## src/rtl/mcast_pkg.sv

```systemverilog
// Shared definitions for the multicast tag sequencer and the multicaster.
// FSM state encodings, tag/config width helpers and the config range check.
package mcast_pkg;

  localparam logic [1:0] ST_IDLE = 2'd0;
  localparam logic [1:0] ST_CAST = 2'd1;
  localparam logic [1:0] ST_DONE = 2'd2;

  // Tag width; a single-entry dimension still gets one bit.
  function automatic int unsigned tag_w(input int unsigned n);
    return (n > 1) ? $clog2(n) : 1;
  endfunction

  // Width of a count that must represent 1..n.
  function automatic int unsigned cfg_w(input int unsigned n);
    return $clog2(n) + 1;
  endfunction

  function automatic logic cfg_ok(input int unsigned rows, input int unsigned cols,
                                  input int unsigned nrow, input int unsigned ncol);
    return (rows != 0) && (rows <= nrow) && (cols != 0) && (cols <= ncol);
  endfunction

endpackage

```

## src/rtl/mcast_tag_seq.sv

```systemverilog
// Repeats each input word once per PE row, tagging it with row and column keys.
// Optional perf counters (stall_cnt, starve_cnt) are enabled by MCAST_PERF_CNT_EN.
module mcast_tag_seq
  import mcast_pkg::*;
#(
  parameter int unsigned DATA_WIDTH = 16,
  parameter int unsigned NUM_ROW    = 4,
  parameter int unsigned NUM_COL    = 4,
  parameter int unsigned WCNT_WIDTH = 16
) (
  input  logic                        clk,
  input  logic                        rstn,
  input  logic                        start,
  input  logic [cfg_w(NUM_ROW)-1:0]   cfg_rows,
  input  logic [cfg_w(NUM_COL)-1:0]   cfg_cols,
  input  logic [WCNT_WIDTH-1:0]       cfg_words,
  input  logic [DATA_WIDTH-1:0]       in_data,
  input  logic                        in_valid,
  output logic                        in_ready,
  output logic [DATA_WIDTH-1:0]       out_data,
  output logic [tag_w(NUM_ROW)-1:0]   out_row_tag,
  output logic [tag_w(NUM_COL)-1:0]   out_col_tag,
  output logic                        out_valid,
  input  logic                        out_ready,
  output logic                        busy,
  output logic                        done,
`ifdef MCAST_PERF_CNT_EN
  output logic                        cfg_err,
  output logic [31:0]                 stall_cnt,
  output logic [31:0]                 starve_cnt
`else
  output logic                        cfg_err
`endif
);

  localparam int unsigned CRW = cfg_w(NUM_ROW);
  localparam int unsigned CCW = cfg_w(NUM_COL);
  localparam int unsigned TRW = tag_w(NUM_ROW);
  localparam int unsigned TCW = tag_w(NUM_COL);

  logic [1:0]            state_q, state_d;
  logic [CRW-1:0]        rows_q, rows_d;
  logic [CCW-1:0]        cols_q, cols_d;
  logic [WCNT_WIDTH-1:0] words_q, words_d;
  logic [WCNT_WIDTH-1:0] acc_q, acc_d;
  logic [TCW-1:0]        next_col_q, next_col_d;
  logic [DATA_WIDTH-1:0] out_data_q, out_data_d;
  logic [TRW-1:0]        row_q, row_d;
  logic [TCW-1:0]        col_q, col_d;
  logic                  out_valid_q, out_valid_d;
  logic                  busy_q, busy_d;
  logic                  done_q, done_d;
  logic                  cfg_err_q, cfg_err_d;

  logic hs_c, last_row_c, more_c, in_ready_c, accept_c, ok_c, start_acc_c;

  // Next-state and datapath for the hold register and tag counters.
  always_comb begin
    state_d     = state_q;
    rows_d      = rows_q;
    cols_d      = cols_q;
    words_d     = words_q;
    acc_d       = acc_q;
    next_col_d  = next_col_q;
    out_data_d  = out_data_q;
    row_d       = row_q;
    col_d       = col_q;
    out_valid_d = out_valid_q;
    cfg_err_d   = 1'b0;

    hs_c        = out_valid_q && out_ready;
    last_row_c  = (CRW'(row_q) == rows_q - CRW'(1));
    more_c      = (acc_q != words_q);
    // Refill in the same cycle the last row beat leaves, so streaming has no bubbles.
    in_ready_c  = (state_q == ST_CAST) && more_c && (!out_valid_q || (hs_c && last_row_c));
    accept_c    = in_ready_c && in_valid;
    ok_c        = cfg_ok(32'(cfg_rows), 32'(cfg_cols), NUM_ROW, NUM_COL);
    start_acc_c = (state_q == ST_IDLE) && start && ok_c;

    case (state_q)
      ST_IDLE: begin
        if (start) begin
          if (ok_c) begin
            rows_d      = cfg_rows;
            cols_d      = cfg_cols;
            words_d     = cfg_words;
            acc_d       = '0;
            next_col_d  = '0;
            row_d       = '0;
            col_d       = '0;
            out_valid_d = 1'b0;
            state_d     = (cfg_words == '0) ? ST_DONE : ST_CAST;
          end else begin
            cfg_err_d = 1'b1;
          end
        end
      end
      ST_CAST: begin
        if (hs_c) begin
          if (last_row_c) begin
            out_valid_d = 1'b0;
            if (!more_c) state_d = ST_DONE;
          end else begin
            row_d = row_q + TRW'(1);
          end
        end
        if (accept_c) begin
          out_valid_d = 1'b1;
          out_data_d  = in_data;
          row_d       = '0;
          col_d       = next_col_q;
          next_col_d  = (CCW'(next_col_q) == cols_q - CCW'(1)) ? '0 : next_col_q + TCW'(1);
          acc_d       = acc_q + WCNT_WIDTH'(1);
        end
      end
      ST_DONE: state_d = ST_IDLE;
      default: state_d = ST_IDLE;
    endcase

    done_d = (state_d == ST_DONE);
    busy_d = (state_d != ST_IDLE);
  end

  always_ff @(posedge clk or negedge rstn) begin
    if (!rstn) begin
      state_q     <= ST_IDLE;
      rows_q      <= '0;
      cols_q      <= '0;
      words_q     <= '0;
      acc_q       <= '0;
      next_col_q  <= '0;
      out_data_q  <= '0;
      row_q       <= '0;
      col_q       <= '0;
      out_valid_q <= 1'b0;
      busy_q      <= 1'b0;
      done_q      <= 1'b0;
      cfg_err_q   <= 1'b0;
    end else begin
      state_q     <= state_d;
      rows_q      <= rows_d;
      cols_q      <= cols_d;
      words_q     <= words_d;
      acc_q       <= acc_d;
      next_col_q  <= next_col_d;
      out_data_q  <= out_data_d;
      row_q       <= row_d;
      col_q       <= col_d;
      out_valid_q <= out_valid_d;
      busy_q      <= busy_d;
      done_q      <= done_d;
      cfg_err_q   <= cfg_err_d;
    end
  end

  assign in_ready    = in_ready_c;
  assign out_data    = out_data_q;
  assign out_row_tag = row_q;
  assign out_col_tag = col_q;
  assign out_valid   = out_valid_q;
  assign busy        = busy_q;
  assign done        = done_q;
  assign cfg_err     = cfg_err_q;

`ifdef MCAST_PERF_CNT_EN
  logic [31:0] stall_q, stall_d, starve_q, starve_d;

  // Saturating stall/starve counters, cleared by an accepted start.
  always_comb begin
    stall_d  = stall_q;
    starve_d = starve_q;
    if (start_acc_c) begin
      stall_d  = '0;
      starve_d = '0;
    end else begin
      if (out_valid_q && !out_ready && (stall_q != '1)) stall_d = stall_q + 32'(1);
      if ((state_q == ST_CAST) && !out_valid_q && !in_valid && (starve_q != '1))
        starve_d = starve_q + 32'(1);
    end
  end

  always_ff @(posedge clk or negedge rstn) begin
    if (!rstn) begin
      stall_q  <= '0;
      starve_q <= '0;
    end else begin
      stall_q  <= stall_d;
      starve_q <= starve_d;
    end
  end

  assign stall_cnt  = stall_q;
  assign starve_cnt = starve_q;
`endif

endmodule

```

## config.mk

```make
export PLATFORM = sky130hd
export DESIGN_NAME = mcast_tag_seq
export DESIGN_NICKNAME = d
export VERILOG_FILES = /design/src/rtl/mcast_pkg.sv /design/src/rtl/mcast_tag_seq.sv
export SDC_FILE = /design/constraint.sdc
export NUM_CORES = 1
export LEC_CHECK = 0
export BUFFER_PORTS_ARGS = -buffer_cell sky130_fd_sc_hd__buf_4
export CAP_MARGIN = 5
export CORE_AREA = 3 3 82 84
export DETAILED_ROUTE_END_ITERATION = 12
export DIE_AREA = 0 0 85 87
export PLACE_DENSITY = 0.77
export SETUP_SLACK_MARGIN = 0.2
export SYNTH_ARGS = -nofsm -noshare
export SYNTH_HDL_FRONTEND = slang
export SYNTH_SLANG_ARGS = --single-unit
```

## constraint.sdc

```tcl
create_clock -name clk -period 3.95 [get_ports clk]
set_input_delay 0.1975 -clock clk [delete_from_list [all_inputs] [get_ports clk]]
set_output_delay 0.1975 -clock clk [all_outputs]
set_load 0.01 [all_outputs]
```

==> run metrics, run 1 <==
Max Cap Viol=0; Die Y=87 um; R2R depth=8; Ys Warns=0; Die X-Extent=85 um; Initial Util=53.6%; Post-Route Utilization=66.4%; WP data required=4.18 ns; number of fill cells in the layout=485; wire per inst=15.7 um; Final Hold Viols=0; area delta synth->final=23.8%; WS Path Type=register to register; initial antenna violation count=0; Num CTS Buffers=9; Layout Cells excl Fill=467; clk slew on worst S/H paths=0.08 ns; number of I/O pins=68; Post-Route WL=7.33 mm; CTS Buffer Depth=2; CP bufs+invs=1; largest net degree at the start of global routing=67; RSZ-0062 raised after global routing=no; share of cells above drive strength 1=24.0%; Post-synth EDFFs=0; Core ar.=5990 um2; Max-Slew Margin vs Limit=44.1%; Port Buf Inserts=67; worst reg2reg path endpoint=next_col_q[1]; Slew Viols, Final=0; async set or reset register ratio after synthesis=100%; Root Buffer=clkbuf_8; CP endpoint=next_col_q[1]; CP top delay family=simple AND/OR/NAND/NOR gates; Synth Cell Area=3210 um2; first-pass GRT wire length=12.7 mm; total gr overflow=0; Critical Path End Type=register; crit path from=rows_q[0]; DP HPWL=5.19 mm; Worst path depth=8; ant diodes=0; DR iter-0 viols=153; worst r2r src=rows_q[0]; leading area contributor after synthesis=dfrtp_1; fin area=3980 um2; min Tclk post-route=2.85 ns; Distinct cells, synth=45; Worst Setup Start Kind=register; status=complete, no violations; fin nets=434; Final Setup Violations=0; pwr/cell area=509 nW/um2; GR Util All Layers=22.0%; Most common cell on crit path=nor3_2; vias in the first global route=2609; Achievable Freq=0.351 GHz; crit-path max cell delay=0.56 ns; DP Cell Count=451; Synth Net Count=363; row cnt=28; Max VDD drop=0.422 mV; Worst-Margin Slew=0.838 ns; Clk Latency, worst-skew pair=0.36 ns; sequential share of the synthesized area=51.4%; highest-count cells in the layout ignoring fill and taps=74 x nand2_1, 70 x buf_4, 66 x dfrtp_1, 20 x xnor2_1, 16 x mux2_1; Slowest-stage cell, CP=nand2_1; die area=7400 um2; critical path fanouts, max=20; GPL Wtd Cong=0.847; htree depth=3; DRC Markers=0; Top FF cell, synth=dfrtp_1; DRT antenna net count=0; drt first pass iters=5; vias per cell=5.49; post-synthesis area per instance=10.1 um2; Leakage=1.96 nW; Hold Crit Class=input pin to register; CTS tree=done; clock sink count=66; TNS Setup=0 ns; Gate Count Post-Synth=317; Vias=2565; Tcrit/Tclk final=72.2%; CP cell instances=inv_1 -> ha_1 -> xnor2_1 -> nor3_2 -> a21boi_1 -> nor3_2 -> nand2_1 -> o41ai_1; CP Data Arrival Time=3.08 ns; post-synth top area share=51.4%; Seq cells post-synth=66; dpl cell area=3790 um2; Worst Skew=0.00978 ns; commonest non-fill, non-tap cell in the layout=nand2_1; Synth area leaders=dfrtp_1 51%, nand2_1 8.6%, mux2_1 5.6%, xnor2_1 5.5%, nand4_1 2.3%; reg2reg setup slack=1.10 ns
## layout make-up
cell class | count | area (um2) | share of cell area [%]
Multi-Input combinational cell | 229 | 1470 | 37.0
Timing Repair Buffer | 71 | 536 | 13.5
Sequential cell | 66 | 1650 | 41.5
Clock buffer | 11 | 151 | 3.81
Inverter | 11 | 46.3 | 1.16
Clock inverter | 4 | 27.5 | 0.692
Tap cell | 75 | 93.8 | 2.36
## per-layer routing
metal	track usage (%)	wire, um	up-vias
met3	7.47	487	8
met1	28.6	3200	1241
met5	0	0	-
li1	-	-	1252
met4	6.76	87	0
met2	35.0	3560	64
## state kept, by name (all words and copies together), names as in the netlist
| name | cells |
|---|---|
| acc_q | 16 |
| out_data | 16 |
| words_q | 16 |
| cols_q | 3 |
| rows_q | 3 |
| next_col_q | 2 |
| out_col_tag | 2 |
| out_row_tag | 2 |
| state_q | 2 |
| busy | 1 |
| cfg_err | 1 |
| done | 1 |
| out_valid | 1 |
## power breakdown
group	switching [mW]	internal, mW	leakage [nW]
sequential	0.0982	0.806	0.827
clock	0.271	0.257	0.0834
combinational	0.280	0.312	1.05
total	0.650	1.38	1.96
## cell families after synthesis
| family | synth area share [%] |
|---|---|
| and+or+nand+nor | 20.5 |
| DFF | 51.4 |
| AOI/OAI and AO/OA | 10.9 |
| xor gates and xnor gates | 6.00 |
| buffers and inverters | 2.84 |
| muxes | 7.17 |
| adders and majority gates | 1.17 |
## through the flow
stage          hold WS (ns)  setup WS (ns)  power, mW
3_3_place_gp          0.351           1.31       1.49
5_1_grt              0.0387          0.845       2.15
2_1_floorplan       -0.0981           1.73       1.22
3_5_place_dp          0.353           1.17       1.51
4_1_cts              0.0368           1.10       2.04
6_report             0.0427           1.10       2.03
## how the worst min path moves through the flow
stage / end / cells past startpoint / from
3_5_place_dp: done / 1 / rstn
4_1_cts: words_q[1] / 3 / cfg_words[1]
3_3_place_gp: cfg_err / 1 / rstn
2_1_floorplan: acc_q[0] / 0 / rstn
5_1_grt: out_data[6] / 2 / in_data[6]
6_report: words_q[1] / 3 / cfg_words[1]
## synthesized netlist by cell type (all sizes together), types with 3 or more instances
cell type,number
o31ai,5
mux2i,5
a21o,4
inv,10
nand4,12
nor3,6
ha,3
a32o,3
nand3,7
nand2b,6
dfrtp,66
and3,5
o21ai,12
mux2,16
buf,3
nor2,10
or3,3
nor4,9
nand2,75
clkbuf,8
a21oi,8
xnor2,20
## tightest hold or removal path, delay by kind of cell
kind	cells	cell delay (ns)
buffers and inverters	1	0.08
and+or+nand+nor	2	0.08
## what timing repair did
action	CTS	global route
hold buffers	1	0
endpoints found under the hold margin	66	0
buffers inserted	0	0
gates resized for setup	0	0
No activity file was read; power rests on OpenSTA's default activity.
==> run 2, diff against run 1 <==
Clock period 3.95 ns to 2.7 ns, I/O delays scaled along.
==> run metrics, run 2 (synthesis gave the netlist of run 1 again) <==
status=complete, no violations; first-pass GRT wire length=13.4 mm; CP Data Arrival Time=2.70 ns; Achievable Freq=0.407 GHz; min Tclk post-route=2.46 ns; area delta synth->final=34.0%; fin nets=459; Post-Route Utilization=71.8%; DRT antenna net count=0; Clock power frac=31.1%; number of fill cells in the layout=429; critical path fanouts, max=7; Seq. cell area=1650 um2; largest net degree at the start of global routing=67; Slew Viols, Final=0; total gr overflow=0; Root Buffer=clkbuf_8; Worst-Margin Slew=0.832 ns; Leakage=2.10 nW; TNS Setup=0 ns; sequential share of power=40.3%; internal power=2.32 mW; RSZ-0062 raised after global routing=yes; worst r2r src=rows_q[0]; CTS Buffer Depth=2; commonest non-fill, non-tap cell in the layout=buf_4; Critical Path End Type=register; reg2reg setup slack=0.24 ns; wire per inst=15.6 um; Switching Fraction=29.4%; htree depth=3; Initial Util=53.6%; crit-path max cell delay=0.37 ns; Max Cap Viol=0; Core ar.=5990 um2; clk slew on worst S/H paths=0.07 ns; share of cells above drive strength 1=24.2%; Die Y=87 um; Final Setup Violations=0; Hold Crit Class=input pin to register; worst reg2reg path endpoint=acc_q[15]; Vias=2695; drt first pass iters=4; met1 WL=3.39 mm; CTS tree=done; Slowest-stage cell, CP=dfrtp_1; metal2 WL=3.77 mm; Comb power frac=28.6%; DRC Markers=0; Pwr Total=3.29 mW; vias in the first global route=2879; DP HPWL=5.16 mm; initial antenna violation count=0; Port Buf Inserts=67; Max Used Layer=met4; Tcrit/Tclk final=91.0%; switching power=0.969 mW; R2R depth=9; ant diodes=0; pwr/cell area=765 nW/um2; DR iter-0 viols=151; number of I/O pins=68; Die X-Extent=85 um; WHS Endpoint=words_q[2]; Max-Slew Margin vs Limit=44.5%; Num CTS Buffers=9; Max VDD drop=0.717 mV; row cnt=28; GPL Wtd Cong=0.812; Worst Hold Launch=cfg_words[2]; Final Hold Viols=0; WP data required=2.95 ns; Hold Path Stages=3; clock sink count=66; multi-input logic area=1490 um2; Worst Skew=0.00751 ns; WS Path Type=register to register; highest-count cells in the layout ignoring fill and taps=75 x buf_4, 74 x nand2_1, 66 x dfrtp_1, 21 x dlygate4sd3_1, 20 x xnor2_1; Worst Setup Start Kind=register; GR Util All Layers=22.8%; WL met3=420 um; vias per cell=5.47; CP cell instances=inv_1 -> ha_1 -> xnor2_1 -> nor3_2 -> a21boi_2 -> o31a_1 -> buf_4 -> or3_1 -> a21oi_1; die area=7400 um2; Clk Latency, worst-skew pair=0.33 ns; Post-Route WL=7.67 mm
-- run 2: cell type report --
| cell class | instances | share of cell area (%) |
|---|---|---|
| repair buffers | 96 | 18.0 |
| well taps | 75 | 2.18 |
| clock buffers | 10 | 3.20 |
| flip-flops and latches | 66 | 38.4 |
| multi-input cells | 229 | 34.6 |
| clock inverters | 6 | 2.65 |
| inverters | 11 | 1.08 |
-- run 2: how the worst max path moves through the flow --
stage          startpoint           to  slack (ns)
6_report        rows_q[0]    acc_q[15]        0.24
5_1_grt         rows_q[0]    acc_q[15]        0.12
4_1_cts         rows_q[0]  out_data[9]        0.28
3_5_place_dp    rows_q[0]  out_data[6]        0.33
3_3_place_gp    rows_q[0]     acc_q[7]        0.38
2_1_floorplan   rows_q[0]    acc_q[10]        0.48
-- run 2: critical path, delay by kind of cell, from the launching register on --
kind | cells | cell delay, ns
AO/OA/AOI/OAI | 3 | 0.69
XOR/XNOR | 1 | 0.15
adder cells (fa/ha/maj) | 1 | 0.30
buffers and inverters | 2 | 0.23
flip-flops | 1 | 0.37
AND/OR/NAND/NOR | 2 | 0.63
-- run 2: routing by layer --
metal,global-route usage [%],vias to the layer above
li1,-,1306
met1,28.3,1290
met2,38.6,89
met3,5.30,10
met4,9.06,0
met5,0,-
-- run 2: timing repair --
action,in CTS,in global routing
setup endpoints to repair,0,19
setup buffers,0,1
endpoints found under the hold margin,85,1
hold buffers,20,1
gates resized for setup,0,3
-- run 2: stage by stage --
stage	instance area (um2)	cells	setup WS [ns]	hold WS [ns]
6_report	4300	493	0.243	0.0179
5_1_grt	4300	493	0.123	0.00393
4_1_cts	4270	491	0.282	0.000255
3_5_place_dp	3820	455	0.325	0.294
3_3_place_gp	3820	455	0.375	0.291
2_1_floorplan	3210	317	0.481	-0.161
-- run 2: power groups by stage --
stage | combinational [mW] | clock (mW) | sequential, mW
after floorplan | 0.393 | 0 | 1.39
after global placement | 0.867 | 0 | 1.34
after detailed placement | 0.892 | 0 | 1.34
final | 0.943 | 1.02 | 1.33
after global routing | 1.03 | 1.09 | 1.35
after CTS | 0.926 | 1.04 | 1.33
==> run 3, diff against run 2 <==
Settings changed: CTS_BUF_LIST from default to sky130_fd_sc_hd__clkbuf_16, TNS_END_PERCENT from default to 5.
Clock period 2.7 ns to 2.6 ns, I/O delays scaled along.
==> run metrics, run 3 (synthesis gave the netlist of run 1 again) <==
status=complete, no violations; WS Path Type=register to register; vias in the first global route=2628; wire per inst=15.7 um; Die Y=87 um; drt first pass iters=5; Worst Setup Start Kind=register; CTS Buffer Depth=2; Core ar.=5990 um2; Post-Route Utilization=71.4%; Global Route met2 Usage=36.2%; CTS tree=done; Slew Viols, Final=0; Final Hold Viols=0; share of cells above drive strength 1=27.0%; reg2reg setup slack=0.28 ns; clk slew on worst S/H paths=0.06 ns; DP HPWL=5.16 mm; GRT busiest layer=met2; met3 usage in global routing=5.01%; CP Data Arrival Time=2.58 ns; number of fill cells in the layout=428; Root Buffer=clkbuf_16; R2R depth=9; highest-count cells in the layout ignoring fill and taps=76 x buf_4, 74 x nand2_1, 66 x dfrtp_1, 19 x xnor2_1, 16 x mux2_1; pwr/cell area=827 nW/um2; grt met1 use=28.7%; Worst Skew=0.00750 ns; area delta synth->final=33.2%; TNS Setup=0 ns; vias per cell=5.52; Clk Latency, worst-skew pair=0.33 ns; Max Cap Viol=0; initial antenna violation count=0; Num CTS Buffers=9; Achievable Freq=0.431 GHz; total gr overflow=0; number of I/O pins=68; GR Util All Layers=22.1%; Leakage=2.09 nW; Post-Route WL=7.58 mm; first-pass GRT wire length=12.9 mm; htree depth=3; min Tclk post-route=2.32 ns; commonest non-fill, non-tap cell in the layout=buf_4; GPL Wtd Cong=0.835; DR iter-0 viols=203; clock sink count=66; Max VDD drop=0.687 mV; DRC Markers=0; WHS Endpoint=out_data[15]; die area=7400 um2; ant diodes=0; Vias=2668; largest net degree at the start of global routing=67; Tcrit/Tclk final=89.2%; row cnt=28; fin nets=449; Hold Path Stages=2; Port Buf Inserts=67; Die X-Extent=85 um; worst reg2reg path endpoint=acc_q[3]; RSZ-0062 raised after global routing=yes; WP data required=2.87 ns; Hold Crit Class=input pin to register; Worst Hold Launch=in_data[15]; Initial Util=53.6%; critical path fanouts, max=7; DRT antenna net count=0; Critical Path End Type=register; Final Setup Violations=0; Max-Slew Margin vs Limit=44.3%; worst r2r src=rows_q[0]; Worst-Margin Slew=0.835 ns
[run 3: cell type report]
cell class	instances	area (um2)	area share (%)
timing repair buffer	86	681	15.9
clock inverter	7	60.1	1.40
inverter	11	46.3	1.08
sequential	66	1650	38.6
multi-input combinational	229	1520	35.5
clock buffer	9	225	5.26
tap	75	93.8	2.19
[run 3: routing by layer]
layer  part of all wire, %  up-vias  wire length [um]
met3                   5.5       13               418
met5                     0        -                 0
met2                    50       84              3780
met4                   1.9        0               146
met1                    43     1287              3230
li1                      -     1284                 -
[run 3: worst max-delay path by stage]
stage / endpoint / depth (start not counted) / start
finish: acc_q[3] / 9 / rows_q[0]
CTS: acc_q[5] / 8 / rows_q[0]
floorplan: acc_q[10] / 9 / rows_q[0]
global route: acc_q[3] / 9 / rows_q[1]
global placement: acc_q[5] / 8 / rows_q[0]
detailed placement: acc_q[5] / 8 / rows_q[0]
[run 3: power breakdown]
part | internal (mW) | switching (mW) | leakage (nW)
logic | 0.538 | 0.459 | 1.12
clock network | 0.662 | 0.497 | 0.137
registers | 1.23 | 0.158 | 0.827
[run 3: metrics by stage]
step | setup WS [ns] | hold WS (ns) | power, mW | cell area, um2 | cells
2_1_floorplan | 0.381 | -0.166 | 1.85 | 3210 | 317
3_3_place_gp | 0.289 | 0.286 | 2.29 | 3830 | 455
3_5_place_dp | 0.189 | 0.291 | 2.32 | 3830 | 455
4_1_cts | 0.247 | 0.000446 | 3.52 | 4220 | 482
5_1_grt | 0.166 | 0.00130 | 3.73 | 4280 | 483
6_report | 0.281 | 0.00684 | 3.54 | 4280 | 483
[run 3: what timing repair did]
item | in CTS | in global routing
endpoints found under the hold margin | 74 | 0
pin swaps | 2 | 9
endpoints found under the setup margin | 2 | 25
resized for setup | 0 | 9
hold buffers | 9 | 0
buffers inserted | 2 | 1
cloned | 0 | 0
[run 3: critical path, cell delays in order, from the launching register on]
cell      delay [ns]
dfrtp_1         0.40
inv_2           0.09
ha_4            0.21
xnor2_2         0.15
nor3_2          0.27
a21boi_2        0.14
o31a_1          0.35
buf_4           0.17
or3_4           0.36
a21oi_2         0.12
